`config.mk`:
```
export PLATFORM = sky130hd
export DESIGN_NAME = fifo_burst_sched
export DESIGN_NICKNAME = d
export VERILOG_FILES = /design/src/rtl/fifo_burst_sched.sv
export SDC_FILE = /design/constraint.sdc
export NUM_CORES = 1
export LEC_CHECK = 0
export CAP_MARGIN = 20
export CORE_UTILIZATION = 41
export CTS_BUF_LIST = sky130_fd_sc_hd__clkbuf_4 sky130_fd_sc_hd__clkbuf_8
export DETAILED_ROUTE_END_ITERATION = 8
export GPL_ROUTABILITY_DRIVEN = 0
export PLACE_DENSITY = 0.78
export REMOVE_ABC_BUFFERS = 1
export SYNTH_ARGS = -nofsm -noshare
export SYNTH_HDL_FRONTEND = slang
export SYNTH_SLANG_ARGS = --single-unit
```
`constraint.sdc`:
```
create_clock -name sclk -period 2.3 [get_ports sclk]
set_input_delay 0.23 -clock sclk [delete_from_list [all_inputs] [get_ports sclk]]
set_output_delay 0.23 -clock sclk [all_outputs]
set_load 0.02 [all_outputs]
```
`src/rtl/fifo_burst_sched.sv`:
```
// Burst scheduler in front of a prog_full/prog_empty FIFO: round-robin write bursts from two
// requesters plus fixed-length read bursts. Define FIFO_SCHED_STATS_EN for write/read-burst counters.
module fifo_burst_sched #(
    parameter int DW     = 8,
    parameter int WR_LEN = 16,
    parameter int RD_LEN = 16,
    parameter int CNT_W  = 8
) (
    input  logic          sclk,
    input  logic          rst,
    input  logic          req0,
    input  logic [DW-1:0] din0,
    output logic          gnt0,
    output logic          take0,
    input  logic          req1,
    input  logic [DW-1:0] din1,
    output logic          gnt1,
    output logic          take1,
    output logic [DW-1:0] fifo_din,
    output logic          fifo_wr,
    input  logic          fifo_prog_full,
    input  logic          fifo_prog_empty,
    output logic          fifo_rd,
    input  logic          rd_ready,
    output logic          rd_done,
    output logic          busy,
    output logic [31:0]   wr_cnt,
    output logic [15:0]   rd_burst_cnt
);
    typedef enum logic {W_IDLE, W_BURST} w_state_t;
    typedef enum logic [1:0] {R_IDLE, R_BURST, R_GAP} r_state_t;

    w_state_t w_state, w_next;
    r_state_t r_state, r_next;

    logic [1:0]          req, gnt_q, take;
    logic [1:0][DW-1:0]  din;
    logic                own_q, ptr_q, grant_id, grant_go, burst_end, any_take;
    logic [CNT_W-1:0]    wcnt_q, rcnt_q;
    logic                rd_start, rd_last;

    assign req   = {req1, req0};
    assign din   = {din1, din0};
    // Gated by rst so a requester never advances on a word that reset discards.
    assign take  = gnt_q & {2{~fifo_prog_full & ~rst}};
    assign any_take = |take;
    assign gnt0  = gnt_q[0];
    assign gnt1  = gnt_q[1];
    assign take0 = take[0];
    assign take1 = take[1];
    assign busy  = (w_state != W_IDLE) | (r_state != R_IDLE);

    always_ff @(posedge sclk) begin
        if (rst) begin
            w_state <= W_IDLE;
            r_state <= R_IDLE;
        end else begin
            w_state <= w_next;
            r_state <= r_next;
        end
    end

    always_comb begin
        w_next    = w_state;
        grant_go  = 1'b0;
        grant_id  = 1'b0;
        burst_end = 1'b0;
        case (w_state)
            W_IDLE: if (|req) begin
                grant_go = 1'b1;
                grant_id = (&req) ? ptr_q : req[1];
                w_next   = W_BURST;
            end
            W_BURST: if (any_take && wcnt_q == CNT_W'(1)) begin
                burst_end = 1'b1;
                w_next    = W_IDLE;
            end
            default: w_next = W_IDLE;
        endcase
    end

    always_ff @(posedge sclk) begin
        if (rst) begin
            gnt_q    <= '0;
            own_q    <= 1'b0;
            ptr_q    <= 1'b0;
            wcnt_q   <= '0;
            fifo_wr  <= 1'b0;
            fifo_din <= '0;
        end else begin
            fifo_wr <= any_take;
            if (any_take) begin
                fifo_din <= din[own_q];
                wcnt_q   <= wcnt_q - CNT_W'(1);
            end
            if (grant_go) begin
                own_q  <= grant_id;
                gnt_q  <= grant_id ? 2'b10 : 2'b01;
                wcnt_q <= CNT_W'(WR_LEN);
            end
            // Pointer favours the other requester once a burst completes.
            if (burst_end) begin
                gnt_q <= '0;
                ptr_q <= ~own_q;
            end
        end
    end

    always_comb begin
        r_next   = r_state;
        rd_start = 1'b0;
        rd_last  = 1'b0;
        case (r_state)
            R_IDLE: if (~fifo_prog_empty && rd_ready) begin
                rd_start = 1'b1;
                r_next   = R_BURST;
            end
            R_BURST: if (rcnt_q == CNT_W'(1)) begin
                rd_last = 1'b1;
                r_next  = R_GAP;
            end
            R_GAP:   r_next = R_IDLE;
            default: r_next = R_IDLE;
        endcase
    end

    always_ff @(posedge sclk) begin
        if (rst) begin
            fifo_rd <= 1'b0;
            rd_done <= 1'b0;
            rcnt_q  <= '0;
        end else begin
            fifo_rd <= rd_start | ((r_state == R_BURST) & ~rd_last);
            rd_done <= rd_last;
            if (rd_start)
                rcnt_q <= CNT_W'(RD_LEN);
            else if (r_state == R_BURST)
                rcnt_q <= rcnt_q - CNT_W'(1);
        end
    end

`ifdef FIFO_SCHED_STATS_EN
    always_ff @(posedge sclk) begin
        if (rst) begin
            wr_cnt       <= '0;
            rd_burst_cnt <= '0;
        end else begin
            if (fifo_wr) wr_cnt <= wr_cnt + 32'd1;
            if (rd_done) rd_burst_cnt <= rd_burst_cnt + 16'd1;
        end
    end
`else
    assign wr_cnt       = '0;
    assign rd_burst_cnt = '0;
`endif
endmodule

```
==> Word-level counts from Yosys, hierarchy flattened <==
Index checks and enable logic that the tools add are counted.
{ "word_totals": {"reg_bits": 34, "input_bits": 23, "output_inout_bits": 64, "word_cells": 68} }
{ "op_classes": {"add_sub_neg": 2, "magnitude_cmp": 1, "n_eq_ne": 5, "mux": 23, "bitwise_logic": 11, "reduce_logical": 13} }
{ "op_table": {"columns": ["op", "n"], "rows": [
  ["$mux W5", 4],
  ["$eq A8 B1 Y1 const B", 2],
  ["$mux W8", 2],
  ["$sub A8 B1 Y8 const B", 2],
  ["$mux W1", 12],
  ["$reduce_or A2 Y1", 5],
  ["$mux W2", 3],
  ["$not A1 Y1", 6],
  ["$reduce_bool A2 Y1", 3],
  ["$ne A2 B2 Y1 const B", 2],
  ["$pmux W2 S2", 1],
  ["$reduce_and A2 Y1", 2],
  ["$and A1 B1 Y1", 2],
  ["$and A2 B2 Y2", 1],
  ["$eq A2 B1 Y1 const B", 1],
  ["$logic_and A1 B1 Y1", 2],
  ["$logic_not A2 Y1", 1],
  ["$lt A1 B2 Y1 const B", 1],
  ["$or A1 B1 Y1", 2],
  ["$pmux W1 S2", 1]
]} }

==> Depth between registers and ports, before layout <==
Gate-level depths: netlist (run 1).
{ "depth": {"depth_word": 8, "depth_mapped": 6, "mapped_depth_nobuf": 6} }

==> Least setup slack after synthesis (run 1) <==
No wires, ideal clock.
{ "synth_timing": {"path_type": "register to register", "from": "register gnt_q[1]", "to": "register ptr_q", "setup_ns": 0.121, "arrival_time_ns": 1.310, "required_time_ns": 2.179, "setup_slack_ns": 0.869, "path_stages_with_launch": 6, "n_path_buf": 1, "synth_period_minus_slack_ns": 1.431, "cell_sequence": "dfxtp_1 or2_0 buf_2 and3_4 nand4_2 mux2_4"} }
{ "synth_between": {"elab_chain_cells": 5} }
{ "synth_lines": {"columns": ["element", "line_no", "rtl"], "rows": [
  ["from (decl)", "36", "logic [1:0] req, gnt_q, take;"],
  ["from (signal assigned)", "98", "gnt_q <= grant_id ? 2'b10 : 2'b01;"],
  ["$and A2 B2 Y2", "45", "assign take = gnt_q & {2{~fifo_prog_full & ~rst}};"],
  ["$reduce_or A2 Y1", "46", "assign any_take = |take;"],
  ["$logic_and A1 B1 Y1", "74", "W_BURST: if (any_take && wcnt_q == CNT_W'(1)) begin"],
  ["$mux W1", "74", null],
  ["$mux W1", "68", "case (w_state)"],
  ["to (signal assigned)", "104", "ptr_q <= ~own_q;"],
  ["to (decl)", "38", "logic own_q, ptr_q, grant_id, grant_go, burst_end, any_take;"]
]} }
No other way between the ends.
A chain may end at the register's enable or synchronous reset.

==> Worst setup path after layout (run 1) <==
{ "layout_timing": {"from": "input fifo_prog_full", "to": "output take1"} }
{ "layout_between": {"elab_chain_cells": 3} }
{ "layout_lines": {"columns": ["element", "line_no", "rtl"], "rows": [
  ["from (decl)", "21", "input logic fifo_prog_full,"],
  ["$not A1 Y1", "45", null],
  ["$and A1 B1 Y1", "45", null],
  ["$and A2 B2 Y2", "45", null],
  ["to (decl)", "18", "output logic take1,"]
]} }
No other way between the ends.

==> results of run 1 <==
[critical path, stage by stage]
cell	delay, ns
sky130_fd_sc_hd__clkdlybuf4s50_1	0.45
sky130_fd_sc_hd__nor2_4	0.23
sky130_fd_sc_hd__and2_1	0.15
sky130_fd_sc_hd__clkdlybuf4s50_1	0.59
[registers in the layout, summed over array words and instances, names as in the netlist]
signal,count
ptr_q,1
w_state,1
fifo_din,8
wcnt_q,8
r_state,2
fifo_wr,1
rd_done,1
own_q,1
fifo_rd,1
rcnt_q,8
gnt_q,2
[per-layer routing]
| layer | wire length [µm] | vias to the layer above |
|---|---|---|
| li1 | - | 690 |
| met1 | 1330 | 624 |
| met2 | 1572 | 61 |
| met3 | 223 | 6 |
| met4 | 95 | 0 |
| met5 | 0 | - |
[report_power, final]
part	internal, mW	switching, mW	total [mW]
sequential	0.621	0.0323	0.653
clock	0.253	0.200	0.453
combinational	0.120	0.173	0.293
[layout make-up]
class                      count  area [µm²]
fill                         414        2151
clock buffer                   7       90.09
inverter                       4       15.01
sequential                    34       680.7
timing repair buffer          40       395.4
tap                           52       65.06
multi-input combinational    165       982.2
clock inverter                 1       5.005
[layout by cell type, fill, tap and decap left out, types with 2 or more instances in the layout]
cell                              synthesis  routed
sky130_fd_sc_hd__xnor2_1                  4       4
sky130_fd_sc_hd__nor3_1                   2       2
sky130_fd_sc_hd__a211oi_1                10      10
sky130_fd_sc_hd__nand2_1                  6       6
sky130_fd_sc_hd__ha_1                     4       4
sky130_fd_sc_hd__conb_1                   1      48
sky130_fd_sc_hd__nand4_1                  3       3
sky130_fd_sc_hd__nand3_1                  5       5
sky130_fd_sc_hd__dfxtp_1                 34      34
sky130_fd_sc_hd__mux2i_1                  8       8
sky130_fd_sc_hd__nor3b_1                  3       3
sky130_fd_sc_hd__nor2b_1                  2       2
sky130_fd_sc_hd__a21oi_1                  6       6
sky130_fd_sc_hd__nor4_1                   3       3
sky130_fd_sc_hd__xor2_1                   9       9
sky130_fd_sc_hd__clkbuf_8                 0       6
sky130_fd_sc_hd__inv_1                    4       4
sky130_fd_sc_hd__and2_1                   3       3
sky130_fd_sc_hd__nand2b_1                 5       5
sky130_fd_sc_hd__buf_4                   48       2
sky130_fd_sc_hd__nor2_1                  28      28
sky130_fd_sc_hd__clkdlybuf4s50_1          0      38
[kinds of logic after synthesis]
| kind of cell | count (synthesis) | share of synthesized area |
|---|---|---|
| AND/OR/NAND/NOR | 71 | 0.2102 |
| buffers and inverters | 59 | 0.2148 |
| flip-flops | 34 | 0.3595 |
| AO/OA/AOI/OAI | 20 | 0.07667 |
| XOR/XNOR | 13 | 0.06015 |
| multiplexers | 9 | 0.05023 |
| adder cells (fa/ha/maj) | 4 | 0.02644 |
| other | 1 | 0.001981 |
[path summary, 6_finish.rpt]
path                                             start                     end  cells after the start
worst min register to register  rcnt_q[2]$_SDFFE_PP0P_  rcnt_q[2]$_SDFFE_PP0P_                      2
worst max-delay path                    fifo_prog_full                   take1                      4
worst min-delay path            rcnt_q[2]$_SDFFE_PP0P_  rcnt_q[2]$_SDFFE_PP0P_                      2
worst max register to register   gnt_q[1]$_SDFFE_PP0P_      ptr_q$_SDFFE_PP0P_                      4
[metrics by stage]
stage | worst slack [ns] | util | power [mW]
after floorplan | 0.7154 | - | 0.8574
final | 0.4199 | 0.5094 | 1.399
after global routing | 0.3474 | 0.5094 | 1.479
after CTS | 0.4089 | 0.5094 | 1.420
after detailed placement | 0.4096 | 0.4877 | 0.9581
after global placement | 0.4219 | 0.4877 | 0.9519
==> metrics.sh, run 1 <==
YOSYS_REGISTER_BITS=34
ANTENNA_CELL_COUNT=0
CTS_REPAIR_RESIZE_COUNT=0
FIN_WORST_SKEW_NS=0.005176
FINAL.MIN_CLOCK_PERIOD_NS=1.880
CTS_POST_SETUP_BUFFERS_INSERTED=0
POST_LAYOUT_NONFILLER_INSTANCES=303
MAXIMUM_NUMBER_OF_PINS_ON_ONE_NET_BEFORE_GLOBAL_ROUTE_REPAIR=21
NUMBER_OF_GLOBAL_ROUTE_VIAS_BEFORE_REPAIR=1256
GRT_UTIL_MET1=0.1498
PLACE.DETAILED.HPWL_UM=2475
CORE-AREA_UM2=4384
CLK_LATENCY_NS=0.28
SETUP.WORST_PATH.START_CLASS='primary input'
HOLD_PATH_CLASS='reg -> reg'
I_O_PIN_COUNT=87
DIE_WIDTH_UM=69.95
GRT_USE_MET2=0.2415
PLACE.DETAILED.INSTANCES=295
CLOCKROOTBUFFER='sky130_fd_sc_hd__clkbuf_8'
SYN_AREA_PER_CELL_UM2=8.972
DR_TOTAL_VIAS=1381
TIMING.FINAL.CRIT_SHARE=0.8175
ROUTED_VIA_DENSITY=4.558
DRT-PASS1-ITER-COUNT=4
FIN_NETS=277
CTS_MAX_PATH_BUFFERS=2
ANTENNA_VIOLATING_NETS_POST_ROUTE=0
CP.REQUIRED_NS=2.07
YS_TOP_CELLS_BY_COUNT='48 x sky130_fd_sc_hd__buf_4, 34 x sky130_fd_sc_hd__dfxtp_1, 28 x sky130_fd_sc_hd__nor2_1, 10 x sky130_fd_sc_hd__a211oi_1, 9 x sky130_fd_sc_hd__xor2_1'
PATH_CLK_SLEW_NS=0.06
YS_TYPES=38
FLOORPLAN.INITIALDENSITY=0.4318
DETAIL_ROUTE.ITER0.VIOLATIONS=16
RELSLEWSLACK=0.6255
SYNTH-EDFF-COUNT=0
SYNTHESIS.INSTANCES=211
YS_SEQ_AREA_FRAC=0.3596
ARRIVAL_NS=1.65
HTREE_LEVELS=2
PORT_BUFFERS=38
WORST-R2R-SETUP-SLACK_NS=0.75
IR_DROP_mV=0.3886
SYNTH.MOST_COMMON_CELL='sky130_fd_sc_hd__buf_4'
CLKSINKCOUNT=34
FINAL_LAYOUT_WORST_HOLD_SLACK_NS=0.4819
MAPPEDNETLISTAREA_UM2=1893
OUTCOME='finished clean'
CAP_VIOLATIONS=0
AVGROUTEDWIREPERCELL_UM=10.63
DPL_CELL_AREA_UM2=2138
POWER.STATIC_LEAKAGE_nW=0.8803
SETUP_REPAIR_AFTER_GLOBAL_ROUTING_MISSED_ITS_MARGIN='false'
FINALSETUPVIOLATIONS=0
SYNTHFLOPTYPE='sky130_fd_sc_hd__dfxtp_1'
FINALHOLDVIOLCOUNT=0
CRITICAL_PATH.MAX_FANOUT=10
SYNTH.TOP_CELLS.BY_AREA='sky130_fd_sc_hd__dfxtp_1 36%, sky130_fd_sc_hd__buf_4 19%, sky130_fd_sc_hd__nor2_1 5.6%'
ROUTE.FINAL.WIRE_LENGTH_UM=3222
SYNTH_TOP_AREA_SHARE=0.3596
TIMING_MAX_TRANSITION_VIOLATIONS_FINAL=0
CTS-HOLD-FIX-BUFFERS=0
DRT_DRC_VIOLATIONS_LEFT=0
CLOCK_TREE_FROM_TRITONCTS='built'
WORSTMARGINPINSLEW_NS=0.5609
FINAL.SETUP.TNS_NS=0
DRIVE_ABOVE_1_SHARE=0.06375
GLOBAL_ROUTE.USAGE.MET3=0.04906
P_PER_AREA_nW_PER_UM2=626.5
TOP_USAGE_LAYER='met2'
LARGEST_AREA_CONTRIBUTOR_IN_THE_NETLIST='sky130_fd_sc_hd__dfxtp_1'
ASYNCSETRESETFLOPFRACSYNTH=0
SETUP.WORST_PATH.END_CLASS='primary output'
ACHIEVABLE-FREQUENCY_MHz=531.9
DIE_AREA_UM2=4893
SYN_TO_FINAL_GROWTH_PCT=17.98
GRT_OVERFLOW_TOTAL=0
CTS_BUFFERS=5
STD_CELL_ROWS=24
SYNTH_WARNINGS=0
GRTUSAGETOTAL=0.1431
ANTENNA_FOUND_INITIAL=0
CRIT_TYPE='in -> out'
LAYOUT.CELL_AREA.NON_FILLER_UM2=2233
DIE_HEIGHT_UM=69.95
GRT_FIRST_PASS_WIRELENGTH_UM=5375
Note: power is estimated with default switching activity, not from simulation.
==> run 2, diff against run 1 <==
--- a/config.mk
+++ b/config.mk
@@ -6,11 +6,11 @@
 export NUM_CORES = 1
 export LEC_CHECK = 0
 export CAP_MARGIN = 20
-export CORE_UTILIZATION = 41
+export CORE_UTILIZATION = 39
 export CTS_BUF_LIST = sky130_fd_sc_hd__clkbuf_4 sky130_fd_sc_hd__clkbuf_8
 export DETAILED_ROUTE_END_ITERATION = 8
 export GPL_ROUTABILITY_DRIVEN = 0
-export PLACE_DENSITY = 0.78
+export PLACE_DENSITY = 0.77
 export REMOVE_ABC_BUFFERS = 1
 export SYNTH_ARGS = -nofsm -noshare
 export SYNTH_HDL_FRONTEND = slang
==> constraint.sdc (replaced) <==
create_clock -name sclk -period 1.6 [get_ports sclk]
set_input_delay 0.16 -clock sclk [delete_from_list [all_inputs] [get_ports sclk]]
set_output_delay 0.16 -clock sclk [all_outputs]
set_load 0.02 [all_outputs]
==> run 2 against run 1 <==
Compared with the run above:
- utilization decreased by 0.33 points
- hold slack improved by 0.015 ns
- critical path type is now reg -> out
- wire length decreased by 2.0%
- highest routed layer unchanged
- sequential share of layout area decreased by 0.62 points
==> metrics.sh, run 2 (synthesis results as in run 1) <==
FINALHOLDVIOLCOUNT=0  # unchanged
ANTENNA_CELL_COUNT=0  # unchanged
WORST_PATH_DOMINANT_CELL_FAMILY='simple AND/OR/NAND/NOR gates'
GRT_OVERFLOW_TOTAL=0  # unchanged
DRT_DRC_VIOLATIONS_LEFT=0  # unchanged
HOLD-PATH-CELL-COUNT=2  # unchanged
STD_CELL_ROWS=24  # unchanged
BIGGEST_REGISTERS_AFTER_LAYOUT='fifo_din (8), rcnt_q (8), wcnt_q (8)'
CORE-AREA_UM2=4504  # +2.7%
DIE_HEIGHT_UM=71.67  # +2.5%
TIMING_MAX_TRANSITION_VIOLATIONS_FINAL=0  # unchanged
ACHIEVABLE-FREQUENCY_MHz=681.8
GRTUSAGETOTAL=0.1241  # -0.01905
CTS_BUFFERS=5  # unchanged
ROUTE.FINAL.WIRE_LENGTH_UM=3157  # -2.0%
CLOCKROOTBUFFER='sky130_fd_sc_hd__clkbuf_8'
DRIVE_ABOVE_1_SHARE=0.08203  # +0.01829
GRT_FIRST_PASS_WIRELENGTH_UM=4892  # -9.0%
CRITICAL_PATH_BUF_INV_COUNT=1  # -1
WORSTMARGINPINSLEW_NS=0.5299  # -0.03098 ns
MAXIMUM_NUMBER_OF_PINS_ON_ONE_NET_BEFORE_GLOBAL_ROUTE_REPAIR=21  # unchanged
CLKSINKCOUNT=34  # unchanged
PORT_BUFFERS=38  # unchanged
RR_WORST_DEPTH=4  # unchanged
CTS_MAX_PATH_BUFFERS=2  # unchanged
FINAL.SETUP.TNS_NS=0  # unchanged
MOST-COMMON-LAYOUT-CELLS='48 x sky130_fd_sc_hd__conb_1, 35 x sky130_fd_sc_hd__clkdlybuf4s50_1, 34 x sky130_fd_sc_hd__dfxtp_1'
DETAIL_ROUTE.ITER0.VIOLATIONS=66  # +50
TIMING.FINAL.CRIT_SHARE=0.9167
RELSLEWSLACK=0.6462  # +0.02068
SETUP_REPAIR_AFTER_GLOBAL_ROUTING_MISSED_ITS_MARGIN='false'
DIE_WIDTH_UM=71.67  # +2.5%
I_O_PIN_COUNT=87  # unchanged
P_PER_AREA_nW_PER_UM2=891.1  # +42%
DRT-PASS1-ITER-COUNT=4  # unchanged
FINALSETUPVIOLATIONS=0  # unchanged
HOLD_PATH_CLASS='reg -> reg'
FINAL_LAYOUT_WORST_HOLD_SLACK_NS=0.4964  # +0.01451 ns
FIN_WORST_SKEW_NS=0.004056  # -0.001120 ns
PATH_CLK_SLEW_NS=0.07  # about the same
SYN_TO_FINAL_GROWTH_PCT=20.42
CP.REQUIRED_NS=1.44  # -0.63 ns
ARRIVAL_NS=1.31  # -0.34 ns
NUMBER_OF_GLOBAL_ROUTE_VIAS_BEFORE_REPAIR=1143  # -9.0%
CELL_COUNT_ALONG_THE_CRITICAL_PATH=2  # -2
POWER.STATIC_LEAKAGE_nW=0.9184  # +4.3%
CAP_VIOLATIONS=0  # unchanged
PATH_CELLS='or3_1 -> dlygate4sd2_1'
CTS_POST_SETUP_BUFFERS_INSERTED=0  # unchanged
PLACE.DETAILED.HPWL_UM=2350  # -5.1%
OUTCOME='finished clean'
IR_DROP_mV=0.3765  # -3.1%
CLK_LATENCY_NS=0.28  # about the same
ANTENNA_FOUND_INITIAL=0  # unchanged
DR_TOTAL_VIAS=1398  # +1.2%
FINALCOREUTILIZATION=0.5061  # -0.003307
HTREE_LEVELS=2  # unchanged
FLOORPLAN.INITIALDENSITY=0.4203  # -0.01151
ROUTED_VIA_DENSITY=4.539  # -0.41%
CLOCK_TREE_FROM_TRITONCTS='built'
ANTENNA_VIOLATING_NETS_POST_ROUTE=0  # unchanged
FINAL.MIN_CLOCK_PERIOD_NS=1.467
CRITICAL_PATH.MAX_FANOUT=5  # -5
FIN_NETS=282  # +1.8%
CRIT_TYPE='reg -> out'
SETUP.WORST_PATH.START_CLASS='register'
WORST_PATH_LARGEST_CELL_DELAY_NS=0.36  # -0.23 ns
DIE_AREA_UM2=5137  # +5.0%
AVGROUTEDWIREPERCELL_UM=10.25  # -3.6%
CRIT_SLOWEST_CELL='sky130_fd_sc_hd__or3_1'
SETUP.WORST_PATH.END_CLASS='primary output'
MOSTFREQUENTLAYOUTCELL='sky130_fd_sc_hd__conb_1'
run 2: metal layers:
layer,track usage,vias up,share of wire
li1,-,697,-
met1,0.1475,628,0.45
met2,0.1929,65,0.45
met3,0.04079,8,0.077
met4,0.07843,0,0.022
met5,0,-,0
run 2: worst min-delay path: cells and delay by family, from the launching register on:
kind             cells  cell delay, ns
flip-flops           1            0.31
AO/OA/AOI/OAI        1            0.05
AND/OR/NAND/NOR      1            0.09
run 2: path summary, 6_finish.rpt:
| kind | slack [ns] | endpoint | startpoint |
|---|---|---|---|
| worst max-delay path | 0.13 | busy | r_state[1]$_SDFFE_PP0P_ |
| worst min-delay path | 0.50 | fifo_din[4]$_SDFFE_PP0P_ | fifo_din[4]$_SDFFE_PP0P_ |
| worst max register to register | 0.15 | ptr_q$_SDFFE_PP0P_ | wcnt_q[2]$_SDFFE_PP0P_ |
| worst min register to register | 0.50 | fifo_din[4]$_SDFFE_PP0P_ | fifo_din[4]$_SDFFE_PP0P_ |
run 2: per-stage QoR:
stage / setup slack (ns) / power [mW] / area [µm²] / std cells
floorplan: 0.01539 / 1.233 / 1678 / 203
global placement: -0.06189 / 1.385 / 2188 / 300
global route: 0.07506 / 2.123 / 2280 / 308
finish: 0.1333 / 2.032 / 2280 / 308
detailed placement: -0.06233 / 1.390 / 2188 / 300
CTS: 0.1170 / 2.057 / 2280 / 308
run 2: power breakdown:
group / switching (mW) / total [mW] / internal [mW]
clock: 0.297 / 0.661 / 0.364
combinational: 0.252 / 0.434 / 0.182
sequential: 0.0445 / 0.937 / 0.893
run 2: area by class of cell:
class	count	area, µm²
clock buffer	7	90.09
clock inverter	1	5.005
fill	433	2225
inverter	4	15.01
multi-input combinational	165	982.2
sequential	34	680.7
tap	52	65.06
timing repair buffer	45	441.7
run 2: repair_timing:
item | in CTS | in global routing
hold buffers | 0 | 0
resized for setup | 3 | 0
setup endpoints to repair | 3 | 0
